--- config.mk ---
export PLATFORM = sky130hd
export DESIGN_NAME = hazard_stall_ctrl
export DESIGN_NICKNAME = d
export VERILOG_FILES = /design/src/rtl/hazard_stall_ctrl_pkg.sv /design/src/rtl/hazard_stall_ctrl_sat_counter.sv /design/src/rtl/hazard_stall_ctrl.sv
export SDC_FILE = /design/constraint.sdc
export NUM_CORES = 1
export LEC_CHECK = 0
export ABC_AREA = 1
export CORE_MARGIN = 4
export CORE_UTILIZATION = 45
export DETAILED_ROUTE_END_ITERATION = 16
export GPL_ROUTABILITY_DRIVEN = 0
export PLACE_DENSITY = 0.73
export RECOVER_POWER = 100
export SYNTH_ARGS = -nofsm -noshare
export SYNTH_HDL_FRONTEND = slang
export SYNTH_HIERARCHICAL = 1
export SYNTH_SLANG_ARGS = --single-unit
--- constraint.sdc ---
create_clock -name clk -period 4.29 [get_ports clk]
set_input_delay 0.6435 -clock clk [delete_from_list [all_inputs] [get_ports clk]]
set_output_delay 0.6435 -clock clk [all_outputs]
set_load 0.005 [all_outputs]
--- src/rtl/hazard_stall_ctrl_pkg.sv ---
// Shared encodings for the pipeline sequencing controller: jump codes,
// memory access codes and the memory-wait FSM states.
package hazard_stall_ctrl_pkg;

    localparam logic [1:0] J_NONE = 2'b00;
    localparam logic [1:0] J_J    = 2'b01;
    localparam logic [1:0] J_JAL  = 2'b10;
    localparam logic [1:0] J_JR   = 2'b11;

    localparam logic [1:0] MEM_NONE = 2'b00;
    localparam logic [1:0] MEM_W    = 2'b01;
    localparam logic [1:0] MEM_B    = 2'b10;
    localparam logic [1:0] MEM_H    = 2'b11;

    typedef enum logic [1:0] {
        ST_RUN  = 2'd0,
        ST_WAIT = 2'd1,
        ST_ERR  = 2'd2
    } state_t;

endpackage

--- src/rtl/hazard_stall_ctrl_sat_counter.sv ---
// Saturating up-counter with asynchronous active-low clear; holds at all-ones.
module sat_counter #(
    parameter int W = 16
) (
    input  logic         clk,
    input  logic         rst_n,
    input  logic         inc,
    output logic [W-1:0] count
);

    always_ff @(posedge clk or negedge rst_n) begin
        if (!rst_n) begin
            count <= '0;
        end else if (inc && (count != {W{1'b1}})) begin
            count <= count + 1'b1;
        end
    end

endmodule

--- src/rtl/hazard_stall_ctrl.sv ---
// Pipeline sequencing controller for the 5-stage MIPS datapath: hazard
// stalls, redirect flushes, memory-wait freeze and a sticky wait watchdog.
module hazard_stall_ctrl
    import hazard_stall_ctrl_pkg::*;
#(
    parameter int CNT_W    = 16,
    parameter int MAX_WAIT = 64,
    parameter int WAIT_W   = 7
) (
    input  logic             clk,
    input  logic             rst_n,
    input  logic [4:0]       id_rs,
    input  logic [4:0]       id_rt,
    input  logic             id_uses_rt,
    input  logic [1:0]       id_jump,
    input  logic [1:0]       ex_mem_read,
    input  logic             ex_reg_write,
    input  logic [4:0]       ex_dest,
    input  logic             ex_branch_taken,
    input  logic             mem_req,
    input  logic             mem_ready,
    output logic             pc_write,
    output logic             ifid_write,
    output logic             ifid_flush,
    output logic             idex_bubble,
    output logic             pipe_freeze,
    output logic             mem_timeout,
    output logic [CNT_W-1:0] stall_cnt,
    output logic [CNT_W-1:0] flush_cnt
);

    state_t            state;
    logic [WAIT_W-1:0] wait_cnt;
    logic              mem_wait;
    logic              lu;
    logic              jrh;
    logic              freeze;

    assign mem_wait = mem_req & ~mem_ready;
    assign lu  = (ex_mem_read != MEM_NONE) && (ex_dest != 5'd0) &&
                 ((ex_dest == id_rs) || (id_uses_rt && (ex_dest == id_rt)));
    assign jrh = (id_jump == J_JR) && ex_reg_write && (ex_dest != 5'd0) &&
                 (ex_dest == id_rs);
    assign freeze = (state == ST_ERR) || mem_wait;

    // One action per cycle; a branch seen while frozen waits because EX is held.
    always_comb begin
        pc_write    = 1'b1;
        ifid_write  = 1'b1;
        ifid_flush  = 1'b0;
        idex_bubble = 1'b0;
        pipe_freeze = 1'b0;
        if (rst_n) begin
            if (freeze) begin
                pipe_freeze = 1'b1;
                pc_write    = 1'b0;
                ifid_write  = 1'b0;
            end else if (ex_branch_taken) begin
                ifid_flush  = 1'b1;
                idex_bubble = 1'b1;
            end else if (lu || jrh) begin
                pc_write    = 1'b0;
                ifid_write  = 1'b0;
                idex_bubble = 1'b1;
            end else if (id_jump != J_NONE) begin
                ifid_flush  = 1'b1;
            end
        end
    end

    always_ff @(posedge clk or negedge rst_n) begin
        if (!rst_n) begin
            state       <= ST_RUN;
            wait_cnt    <= '0;
            mem_timeout <= 1'b0;
        end else begin
            case (state)
                ST_RUN: begin
                    if (mem_wait) begin
                        state    <= ST_WAIT;
                        wait_cnt <= WAIT_W'(1);
                    end
                end
                ST_WAIT: begin
                    if (!mem_wait) begin
                        state    <= ST_RUN;
                        wait_cnt <= '0;
                    end else if (wait_cnt == WAIT_W'(MAX_WAIT - 1)) begin
                        state       <= ST_ERR;
                        mem_timeout <= 1'b1;
                    end else begin
                        wait_cnt <= wait_cnt + 1'b1;
                    end
                end
                ST_ERR: begin
                    mem_timeout <= 1'b1;
                end
                default: begin
                    state    <= ST_RUN;
                    wait_cnt <= '0;
                end
            endcase
        end
    end

    sat_counter #(.W(CNT_W)) u_stall_cnt (
        .clk   (clk),
        .rst_n (rst_n),
        .inc   (~pc_write),
        .count (stall_cnt)
    );

    sat_counter #(.W(CNT_W)) u_flush_cnt (
        .clk   (clk),
        .rst_n (rst_n),
        .inc   (ifid_flush),
        .count (flush_cnt)
    );

endmodule

# After elaboration in Yosys (flattened, before gate mapping)
# Cells that the tools add are included.
# totals
register_bits	42
inputBits	26
output_inout_bits	38
word_cells	70
# classes
add_sub_neg	3
n_eq_ne	13
n_mux	26
n_bitwise	4
reduce_logical	19
# op_table
operator	n
adder 16 x 1 -> 16 bit, second input constant	2
!= test 16 bit, second input constant	2
2-to-1 mux 7 bit	3
one-hot mux 7 bit (3 select lines)	1
2-to-1 mux 1 bit	17
== test 5 bit	2
AND reduction 3 bit	3
logical AND 1 bit	8
adder 7 x 1 -> 7 bit, second input constant	1
== test 7 x 6 -> 1 bit, second input constant	1
2-to-1 mux 2 bit	3
!= test 2 bit, second input constant	3
!= test 3 bit, second input constant	2
one-hot mux 2 bit (3 select lines)	1
nonzero test 2 bit	3
nonzero test 5 bit	1
== test 2 bit, second input constant	2
logical OR 1 bit	3
NOT 1 bit	3
== test 2 x 1 -> 1 bit, second input constant	1
logical NOT 2 bit	1
one-hot mux 1 bit (2 select lines)	1
AND 1 bit	1

# Logic depth before layout (Yosys ltp)
# Gate-level depths: netlist (run 1).
# logic_depth
word_depth	11
mapped_depth	17
mapped_depth_nobuf	17

# Cells and area by module
# The synthesis (run 1) kept the hierarchy.
# by_module_without_submodules
module	instances	cells_per_inst	area_per_inst_um2	seq_area_each_um2
sat_counter	2	149	1058.5	400.4
hazard_stall_ctrl	1	140	887.1	250.2

# Least setup slack after synthesis (run 1)
# Ideal clock, no wire load.
# synth_path
path_kind	input port to flip-flop
startpoint	input port ex_dest[2]
endpoint	register u_flush_cnt.count[15]
setup_time_ns	0.113
t_arrival_ns	2.003
required_time_ns	4.177
path_slack_ns	2.175
stages	14
path_buffers	0
path_cell_list	nor3_1 > nand3_1 > o21ai_0 > inv_1 > nand2_1 > nand2_1 > a21oi_1 > inv_1 > nor2_1 > nand2_1 > nor2_1 > nand3_1 > nand2_1 > inv_1
# synth_via
elab_chain_len	10
elab_cells_between_ends	15
cone_classes	2 x eq/ne; 4 x mux; 9 x reduce/logical
# synth_lines
item	line_no	rtl
start, declared	hazard_stall_ctrl.sv:18	input logic [4:0] ex_dest,
== test 5 bit	hazard_stall_ctrl.sv:41	((ex_dest == id_rs) || (id_uses_rt && (ex_dest == id_rt)));
logical AND 1 bit	hazard_stall_ctrl.sv:41	
logical OR 1 bit	hazard_stall_ctrl.sv:41	
logical AND 1 bit	hazard_stall_ctrl.sv:40	assign lu = (ex_mem_read != MEM_NONE) && (ex_dest != 5'd0) &&
logical OR 1 bit (*)	hazard_stall_ctrl.sv:61	end else if (lu || jrh) begin
2-to-1 mux 1 bit (*)	hazard_stall_ctrl.sv:61	
2-to-1 mux 1 bit (*)	hazard_stall_ctrl.sv:58	end else if (ex_branch_taken) begin
2-to-1 mux 1 bit (*)	hazard_stall_ctrl.sv:54	if (freeze) begin
2-to-1 mux 1 bit (*)	hazard_stall_ctrl.sv:53	if (rst_n) begin
net ifid_flush	hazard_stall_ctrl.sv:24	output logic ifid_flush,
logical AND 1 bit (*)	hazard_stall_ctrl_sat_counter.sv:14	end else if (inc && (count != {W{1'b1}})) begin
end signal, assigned	hazard_stall_ctrl_sat_counter.sv:15	count <= count + 1'b1;
end, declared	hazard_stall_ctrl_sat_counter.sv:8	output logic [W-1:0] count
# Mark *: on every way through the listed nets, which the timed path passes. The rest lies on a longest branch.
# A chain may end at the register's enable or synchronous reset.

# Worst setup path after layout (run 1)
# layout_path
startpoint	input port ex_dest[4]
endpoint	output port ifid_write
# layout_via
elab_chain_len	9
elab_cells_between_ends	14
cone_classes	2 x eq/ne; 4 x mux; 8 x reduce/logical
# layout_lines
item	line_no	rtl
== test 5 bit	hazard_stall_ctrl.sv:41	
logical AND 1 bit	hazard_stall_ctrl.sv:41	
logical OR 1 bit	hazard_stall_ctrl.sv:41	
logical AND 1 bit	hazard_stall_ctrl.sv:40	
logical OR 1 bit (*)	hazard_stall_ctrl.sv:61	
2-to-1 mux 1 bit (*)	hazard_stall_ctrl.sv:61	
2-to-1 mux 1 bit (*)	hazard_stall_ctrl.sv:58	
2-to-1 mux 1 bit (*)	hazard_stall_ctrl.sv:54	
2-to-1 mux 1 bit (*)	hazard_stall_ctrl.sv:53	
end, declared	hazard_stall_ctrl.sv:23	output logic ifid_write,
# Every way passes the cells marked *; elsewhere a longest branch is shown, timed or not.

==> results of run 1 <==
-- per-stage QoR --
stage                     instance area [µm²]  worst slack (ns)
after floorplan                          3000              2.17
after global placement                   3680              1.10
after detailed placement                 3680              1.01
after CTS                                3790              1.00
after global routing                     3710             0.476
final                                    3710             0.701
-- layout by cell type, fill, tap and decap left out, types with 2 or more instances in the layout --
cell             instances
nand4_1                 13
clkbuf_8                 5
inv_1                   50
nand2_2                  7
clkdlybuf4s50_1         23
nand4_4                  2
nand3_1                 22
ha_1                     3
dlygate4sd3_1           39
o21ai_2                  2
clkbuf_1                 3
xnor2_1                 11
o21ai_0                 24
nor2_2                   7
dfrtp_1                 42
a21oi_1                  3
nor2_4                   7
or2_2                    2
inv_2                    7
nand2_1                177
xor2_1                   2
nor2_1                  43
-- metal layers --
metal	up-vias	GRT usage, %	share of wire, %
li1	1488	-	-
met1	1287	25.8	48
met2	67	30.3	47
met3	12	4.26	3.7
met4	0	4.85	1.5
met5	-	0	0
-- cell families (layout without fill, tap and decap cells) --
kind of cell | count (synthesis) | after routing | share of synthesized area, %
flip-flops | 42 | 42 | 35.0
buffers and inverters | 63 | 130 | 9.04
AO/OA/AOI/OAI | 31 | 31 | 6.83
adder cells (fa/ha/maj) | 3 | 3 | 1.25
XOR/XNOR | 13 | 13 | 3.79
AND/OR/NAND/NOR | 286 | 286 | 44.1
-- where the power goes --
| part | internal, mW | switching, mW | leakage [nW] | total, mW |
|---|---|---|---|---|
| combinational | 0.0931 | 0.0893 | 1.23 | 0.182 |
| clock | 0.174 | 0.141 | 0.0514 | 0.314 |
| sequential | 0.421 | 0.0393 | 0.520 | 0.460 |
-- cell type report --
class,instances,share of cell area (%)
Clock inverter,2,1.01
Sequential cell,42,28.4
Clock buffer,6,1.96
Timing Repair Buffer,64,16.9
Multi-Input combinational cell,333,43.2
Tap cell,77,2.60
Inverter,58,5.91
-- final timing paths --
path | from | cells after the start | slack (ns) | to
setup / recovery | ex_dest[4] | 11 | 0.70 | ifid_write
hold / removal | mem_timeout$_DFFE_PN0P_ | 1 | 0.46 | mem_timeout$_DFFE_PN0P_
setup reg to reg | state[0]$_DFFE_PN0P_ | 8 | 1.98 | u_stall_cnt/count[10]$_DFFE_PN0P_
hold reg to reg | mem_timeout$_DFFE_PN0P_ | 1 | 0.46 | mem_timeout$_DFFE_PN0P_
max in group asynchronous | rst_n | 2 | 2.00 | u_flush_cnt/count[14]$_DFFE_PN0P_
min in group asynchronous | rst_n | 1 | 0.49 | u_stall_cnt/count[15]$_DFFE_PN0P_
-- registers in the layout, indices dropped and copies added, names as in the netlist --
name               cells
wait_cnt               7
u_flush_cnt/count     16
u_stall_cnt/count     16
mem_timeout            1
state                  2
-- worst register-to-register path, cell delays in order, from the launching register on --
cell     delay (ns)
dfrtp_1        0.41
nor2_1         0.11
inv_1          0.08
nand2_1        0.07
nand2_1        0.06
o21ai_0        0.31
inv_1          0.14
nor2_1         0.81
o21ai_0        0.17
==> results.cfg, run 1 <==
[setup_path]
path_cells = dlygate4sd3_1 > inv_1 > nand2_1 > nand2_1 > nor2_1 > nand3_1 > nand2_1 > nand2_1 > o21ai_0 > inv_2 > dlygate4sd3_1
path_buf_inv = 4
cp.arrival_ns = 2.95
end_kind = primary output
slowest_delay_ns = 0.62
path_delay_family = buffers and inverters
worstSetupStartpointType = input port
slowest_stage = dlygate4sd3_1
crit_path_max_fanout = 4
crit_top_cell = nand2_1
crit_type = input port to primary output
required_ns = 3.65

[clock_tree]
cts_hold_buf = 0
cts.sinks = 42
cts-buffers-inserted = 5
htree_levels = 2
clock_path_buffers = 2
cts.clk_slew.worst_paths_ns = 0.08
root_buffer = clkbuf_8
ctsResizeCount = 0
post_cts_buffers = 0
clk_latency_ns = 0.29
cts_tree = built

[drt]
viasPerCell = 4.90
wl_per_cell_um = 12.2
drt-total-wl_um = 7100
ant_nets = 0
drc = 0
firstDrtPassIters = 4
num_vias = 2854
drt_iter0_drc = 147

[synthesis]
synth_area_per_cell_um2 = 6.86
async_reset_ff_share_pct = 100
yosysSeqAreaShare_pct = 35.0
synth_top_area_share_pct = 35.0
synth_area_um2 = 3000
synth_ff_type = dfrtp_1
yosys_warnings = 6
synth_enable_flop_cells = 0
synth_top_area_cell = dfrtp_1
syn_nets = 467
synth_cell_type_count = 29
ys_top_cells_by_area = dfrtp_1 (35%), nand2_1 (22%), inv_1 (6.2%)
synth-seq-cells = 42
syn_inst = 438
synthTopCellsByCount = nand2_1 (173), inv_1 (50), dfrtp_1 (42), nor2_1 (39), nand3_1 (22)
synth.most_common_cell = nand2_1

[global_route]
antenna_found_initial = 0
grt_util_all_layers_pct = 18.9
grt_pass1_wl_um = 12800
grt_pass1_vias = 2820
grt_max_degree = 28
overflow = 0

[floorplanning]
die_h_um = 89.7
die_w_um = 89.7
start_util_pct = 46.8
die_area_um2 = 8050
ioPinCount = 64
coreArea_um2 = 6420
rows = 29

[outcome]
outcome = complete, no violations

[timing]
period_share_pct = 83.7
timing.fmax_ghz = 0.279
slew_headroom_pct = 7.32
hold_viol = 0
layout_min_cycle_time_ns = 3.59
tightestPinTransition_ns = 1.39
setup-tns-final_ns = 0
holdWs_ns = 0.463
finalMaxSlewViolations = 0
final.setup_skew_ns = 0.00838
grt_setup_unrepaired = false
setup_viol = 0

[pwr]
total_power_mw = 0.957
ir_worst_vdd_mv = 0.136
power_density_nw_per_um2 = 258
leakage_nw = 1.80

[placed_design]
io_buffers = 63
dp.cells = 574
hpwl_um = 5480

[final_layout]
area_delta_synth_final_pct = 23.4
regArea_um2 = 1050
drive_gt1_share_pct = 8.71
nets = 533
fin_util_pct = 57.7
fin_cells = 582
fill_cells = 630
diodes = 0
multi_input_area_um2 = 1600

[job]
drv_cap = 0

[min_path]
hp-class = flip-flop to flip-flop
Note: power is estimated with default switching activity, not from simulation.
==> run 2, diff against run 1 <==
==> constraint.sdc (replaced) <==
create_clock -name clk -period 3.55 [get_ports clk]
set_input_delay 0.5325 -clock clk [delete_from_list [all_inputs] [get_ports clk]]
set_output_delay 0.5325 -clock clk [all_outputs]
set_load 0.005 [all_outputs]
==> run 2 against run 1 <==
- via count is 0.32% higher
- highest routed layer unchanged
- clock skew is 0.0036 ns lower
- non-clock buffer count is 1 higher
- core utilization is 0.37 points lower
- final area is 0.64% lower
- sequential power is 21% higher
==> results.cfg, run 2 (synthesized netlist as in run 1, its figures left out) <==
[outcome]
outcome = complete, no violations

[clock_tree]
cts.sinks = 42
clock_path_buffers = 2
cts-buffers-inserted = 5
ctsResizeCount = 0
post_cts_buffers = 0
cts.clk_slew.worst_paths_ns = 0.08
clk_latency_ns = 0.29
cts_hold_buf = 0
htree_levels = 2
root_buffer = clkbuf_8
cts_tree = built

[global_route]
overflow = 0
antenna_found_initial = 0
grt_max_degree = 19
grt_util_all_layers_pct = 19.0
grt_pass1_wl_um = 13000
grt_pass1_vias = 2864

[timing]
setup_viol = 0
timing.fmax_ghz = 0.318
hold_viol = 0
grt_setup_unrepaired = false
final.setup_skew_ns = 0.00479
period_share_pct = 88.6
layout_min_cycle_time_ns = 3.15
finalMaxSlewViolations = 0
setup-tns-final_ns = 0
slew_headroom_pct = 32.9
tightestPinTransition_ns = 1.00

[floorplanning]
ioPinCount = 64
start_util_pct = 46.8
coreArea_um2 = 6420
die_h_um = 89.7
rows = 29
die_area_um2 = 8050
die_w_um = 89.7

[final_layout]
fin_cells = 582
area_delta_synth_final_pct = 22.6
diodes = 0
nets = 534
multi_input_area_um2 = 1610
top_regs = u_flush_cnt/count: 16 flops, u_stall_cnt/count: 16 flops, wait_cnt: 7 flops
regArea_um2 = 1050
fill_cells = 625
drive_gt1_share_pct = 8.71
final_common_cell = nand2_1
layout_common_cells = nand2_1 (176), inv_1 (50), nor2_1 (44)

[min_path]
hp-class = input port to async pin

[setup_path]
end_kind = primary output
crit_path_max_fanout = 4
reg2reg_depth = 8
crit_type = input port to primary output
worstSetupStartpointType = input port
cp.arrival_ns = 2.61
required_ns = 3.02

[pwr]
internal_power_mw = 0.755
power_density_nw_per_um2 = 292
pwr-share-comb_pct = 20.7
ir_worst_vdd_mv = 0.155
swShare_pct = 29.8
clock_power_share_pct = 27.6
leakage_nw = 1.80
switchingPower_mw = 0.320
pwr-share-seq_pct = 51.7

[drt]
wl_per_cell_um = 12.3
viasPerCell = 4.92
firstDrtPassIters = 4
drt_iter0_drc = 106
ant_nets = 0
drc = 0
drt-total-wl_um = 7150
num_vias = 2863

[placed_design]
io_buffers = 63
dp.cells = 575
hpwl_um = 5640

[job]
drv_cap = 0
run 2: cell types whose count changed in the layout (fill, tap and decap cells not counted), sizes merged:
cell,change
dlygate4sd3,-2
bufinv,-1
clkdlybuf4s50,+2
inv,-1
clkinvlp,-1
clkinv,+3
run 2: power groups by stage:
stage                     clock, mW  sequential [mW]  combinational, mW
after floorplan                   0            0.560              0.113
after global placement            0            0.564              0.235
after detailed placement          0            0.566              0.241
after CTS                     0.309            0.557              0.243
after global routing          0.337            0.564              0.251
final                         0.297            0.555              0.223
run 2: final timing paths:
check                                              from                                 to  slack [ns]
min in group clk                mem_timeout$_DFFE_PN0P_            mem_timeout$_DFFE_PN0P_        0.48
worst max-delay path                         ex_dest[2]                         ifid_flush        0.40
worst min register to register  mem_timeout$_DFFE_PN0P_            mem_timeout$_DFFE_PN0P_        0.48
worst min-delay path                              rst_n               state[0]$_DFFE_PN0P_        0.35
worst max register to register     state[1]$_DFFE_PN0P_  u_flush_cnt/count[10]$_DFFE_PN0P_        1.36
max in group asynchronous                         rst_n   u_flush_cnt/count[2]$_DFFE_PN0P_        1.88
run 2: area by class of cell:
class	count	share of cell area, %
Clock inverter	2	0.272
Sequential cell	42	28.5
Clock buffer	5	1.87
Tap cell	77	2.62
Timing Repair Buffer	65	17.2
Inverter	58	5.95
Multi-Input combinational cell	333	43.6
run 2: metrics by stage:
step           power, mW  hold WS [ns]  worst slack (ns)  instance area [µm²]  utilization [%]
2_1_floorplan      0.673         0.237              1.55                 3000                -
3_3_place_gp       0.799         0.456             0.589                 3690             57.4
3_5_place_dp       0.808         0.464             0.510                 3690             57.4
4_1_cts             1.11         0.156             0.508                 3770             58.7
5_1_grt             1.15         0.421             0.239                 3680             57.3
6_report            1.07         0.345             0.404                 3680             57.3
run 2: worst max-delay path: stages:
cell	delay, ns
dlygate4sd3_1	0.59
nor3_1	0.20
nand3_1	0.08
o21ai_0	0.08
inv_1	0.05
nand2_1	0.11
nand2_1	0.06
a21oi_1	0.26
dlygate4sd3_1	0.63
run 2: routing by layer:
| metal | vias to the layer above | global-route usage [%] | share of wire (%) |
|---|---|---|---|
| met5 | - | 0 | 0 |
| met4 | 0 | 4.85 | 1.1 |
| met3 | 7 | 3.26 | 3.1 |
| met2 | 53 | 31.2 | 48 |
| met1 | 1315 | 26.0 | 48 |
| li1 | 1488 | - | - |
==> run 3, diff against run 2 <==
--- a/config.mk
+++ b/config.mk
@@ -5,12 +5,11 @@
 export SDC_FILE = /design/constraint.sdc
 export NUM_CORES = 1
 export LEC_CHECK = 0
-export ABC_AREA = 1
 export CORE_MARGIN = 4
 export CORE_UTILIZATION = 45
 export DETAILED_ROUTE_END_ITERATION = 16
 export GPL_ROUTABILITY_DRIVEN = 0
-export PLACE_DENSITY = 0.73
+export PLACE_DENSITY = 0.76
 export RECOVER_POWER = 100
 export SYNTH_ARGS = -nofsm -noshare
 export SYNTH_HDL_FRONTEND = slang
==> run 3 against run 2 <==
- the run now ends with max-capacitance violations, max-slew violations left
- cell count shrank 37%
- critical endpoint is now ifid_write
- sequential cell count unchanged
- register-to-register slack got worse by 0.23 ns
- sequential share of layout area up 4.5 points
- hold slack worse by 0.24 ns
- synthesized area down 18%
==> results.cfg, run 3 <==
[clock_tree]
cts-buffers-inserted = 5
cts_hold_buf = 0
cts.sinks = 42
cts.clk_slew.worst_paths_ns = 0.08
ctsResizeCount = 0
cts_tree = built
htree_levels = 2
post_cts_buffers = 0
clock_path_buffers = 2
clk_latency_ns = 0.29
root_buffer = clkbuf_8

[floorplanning]
die_h_um = 82.2
coreArea_um2 = 5200
start_util_pct = 47.6
die_w_um = 82.2
rows = 26
ioPinCount = 64
die_area_um2 = 6760

[synthesis]
synth_area_per_cell_um2 = 11.1
syn_nets = 253
synth-seq-cells = 42
synth_cell_type_count = 54
yosysSeqAreaShare_pct = 42.4
syn_inst = 224
async_reset_ff_share_pct = 100
synth.most_common_cell = dfrtp_1
ys_top_cells_by_area = dfrtp_1 (42%), xnor2_1 (7.1%), nand4_1 (4.3%)
synthTopCellsByCount = dfrtp_1 (42), xnor2_1 (20), nand4_1 (17), nand2_1 (13)
synth_top_area_cell = dfrtp_1
synth_area_um2 = 2480
synth_top_area_share_pct = 42.4
yosys_warnings = 6
synth_ff_type = dfrtp_1
synth_enable_flop_cells = 0

[timing]
timing.final.ws_setup_ns = 0.489
tightestPinTransition_ns = 2.06
layout_min_cycle_time_ns = 3.06
timing.fmax_ghz = 0.327
setup_viol = 0
finalMaxSlewViolations = 40
holdWs_ns = 0.102
setup-tns-final_ns = 0
hold_viol = 0
grt_setup_unrepaired = false
final.setup_skew_ns = 0.00752
slew_headroom_pct = -37.3
period_share_pct = 86.2

[min_path]
hp-class = input port to async pin

[final_layout]
drive_gt1_share_pct = 8.45
nets = 324
top_regs = u_flush_cnt/count: 16 flops, u_stall_cnt/count: 16 flops, wait_cnt: 7 flops
layout_common_cells = dfrtp_1 (42), dlygate4sd3_1 (40), clkdlybuf4s50_1 (22)
multi_input_area_um2 = 1310
fill_cells = 459
area_delta_synth_final_pct = 28.5
final_common_cell = dfrtp_1
diodes = 0
regArea_um2 = 1050

[drt]
firstDrtPassIters = 4
drt_iter0_drc = 125
ant_nets = 0
drc = 0
viasPerCell = 5.73
num_vias = 2096
drt-total-wl_um = 5710
wl_per_cell_um = 15.6

[global_route]
antenna_found_initial = 0
grt_pass1_wl_um = 9600
grt_pass1_vias = 2076
grt_max_degree = 40
grt_util_all_layers_pct = 18.1
overflow = 0

[setup_path]
r2r_setup_slack_ns = 1.13
cp-startpoint = ex_dest[0]
worstSetupStartpointType = input port
reg2reg_depth = 9
end_kind = primary output
timing.rr.end = u_flush_cnt/count[15]$_DFFE_PN0P_
required_ns = 3.02
cp.arrival_ns = 2.53
reg2reg_from = state[0]$_DFFE_PN0P_
crit_type = input port to primary output
crit_path_max_fanout = 4

[pwr]
power_density_nw_per_um2 = 396
internal_power_mw = 0.873
swShare_pct = 30.8
leakage_nw = 1.31
pwr-share-comb_pct = 24.1
pwr-share-seq_pct = 50.9
switchingPower_mw = 0.389
ir_worst_vdd_mv = 0.421
clock_power_share_pct = 25.1

[outcome]
violations = max-capacitance violations, max-slew violations
outcome = finished, violations left

[placed_design]
hpwl_um = 4350
io_buffers = 63
dp_slack_ns = 0.678

[job]
drv_cap = 1
## run 3: cell count changes after synthesis, moves of 10 or more
cell / delta
o21ai_0: -12
inv_1: -48
nand2_1: -160
nand2_2: -11
nor2_1: -33
o21a_1: +11
o21ai_2: -10
nand3_1: -10
## run 3: routing by layer
layer / global-route usage, % / wire length (µm) / vias to the layer above
met2: 28.8 / 2560 / 67
met1: 24.2 / 2700 / 1008
met4: 5.98 / 65 / 0
li1: - / - / 1014
met5: 0 / 0 / -
met3: 4.34 / 381 / 7
## run 3: area by class of cell
class                           instances  area share [%]
Multi-Input combinational cell        179            41.3
Sequential cell                        42            33.0
Timing Repair Buffer                   65            19.9
Tap cell                               70            2.75
Clock buffer                            7            2.71
Inverter                                2           0.236
Clock inverter                          1           0.157
## run 3: cell families (layout without fill, tap and decap cells)
group,Yosys count,count (layout),share of synthesized area [%]
AOI/OAI and AO/OA,55,55,16.2
xor gates and xnor gates,24,24,8.48
adders and majority gates,3,3,1.52
buffers and inverters,3,75,0.606
DFF,42,42,42.4
muxes,4,4,1.72
and+or+nand+nor,93,93,29.0
## run 3: metrics by stage
stage | power (mW) | cells | instance area (µm²) | util, %
4_1_cts | 1.31 | 366 | 3290 | 63.2
2_1_floorplan | 0.778 | 224 | 2480 | -
5_1_grt | 1.35 | 366 | 3180 | 61.2
3_3_place_gp | 0.983 | 358 | 3200 | 61.4
6_report | 1.26 | 366 | 3180 | 61.2
3_5_place_dp | 0.989 | 358 | 3200 | 61.4
## run 3: worst max-delay path by stage
stage | end | slack, ns | depth (start not counted)
detailed placement | idex_bubble | 0.68 | 6
global route | pc_write | 0.37 | 6
floorplan | u_flush_cnt/count[5]$_DFFE_PN0P_ | 1.31 | 8
CTS | idex_bubble | 0.67 | 6
global placement | idex_bubble | 0.71 | 6
finish | ifid_write | 0.49 | 6
## run 3: power groups by stage
stage	clock, mW	combinational, mW	sequential [mW]
finish	0.316	0.304	0.642
global placement	0	0.331	0.653
detailed placement	0	0.337	0.652
CTS	0.331	0.339	0.644
floorplan	0	0.138	0.640
global route	0.351	0.343	0.657
## run 3: critical path, stage by stage
cell and delay (ns):
dlygate4sd3_1 0.60, xnor2_1 0.18, o211ai_1 0.11, o22ai_1 0.33
a31oi_1 0.17, dlygate4sd3_1 0.61
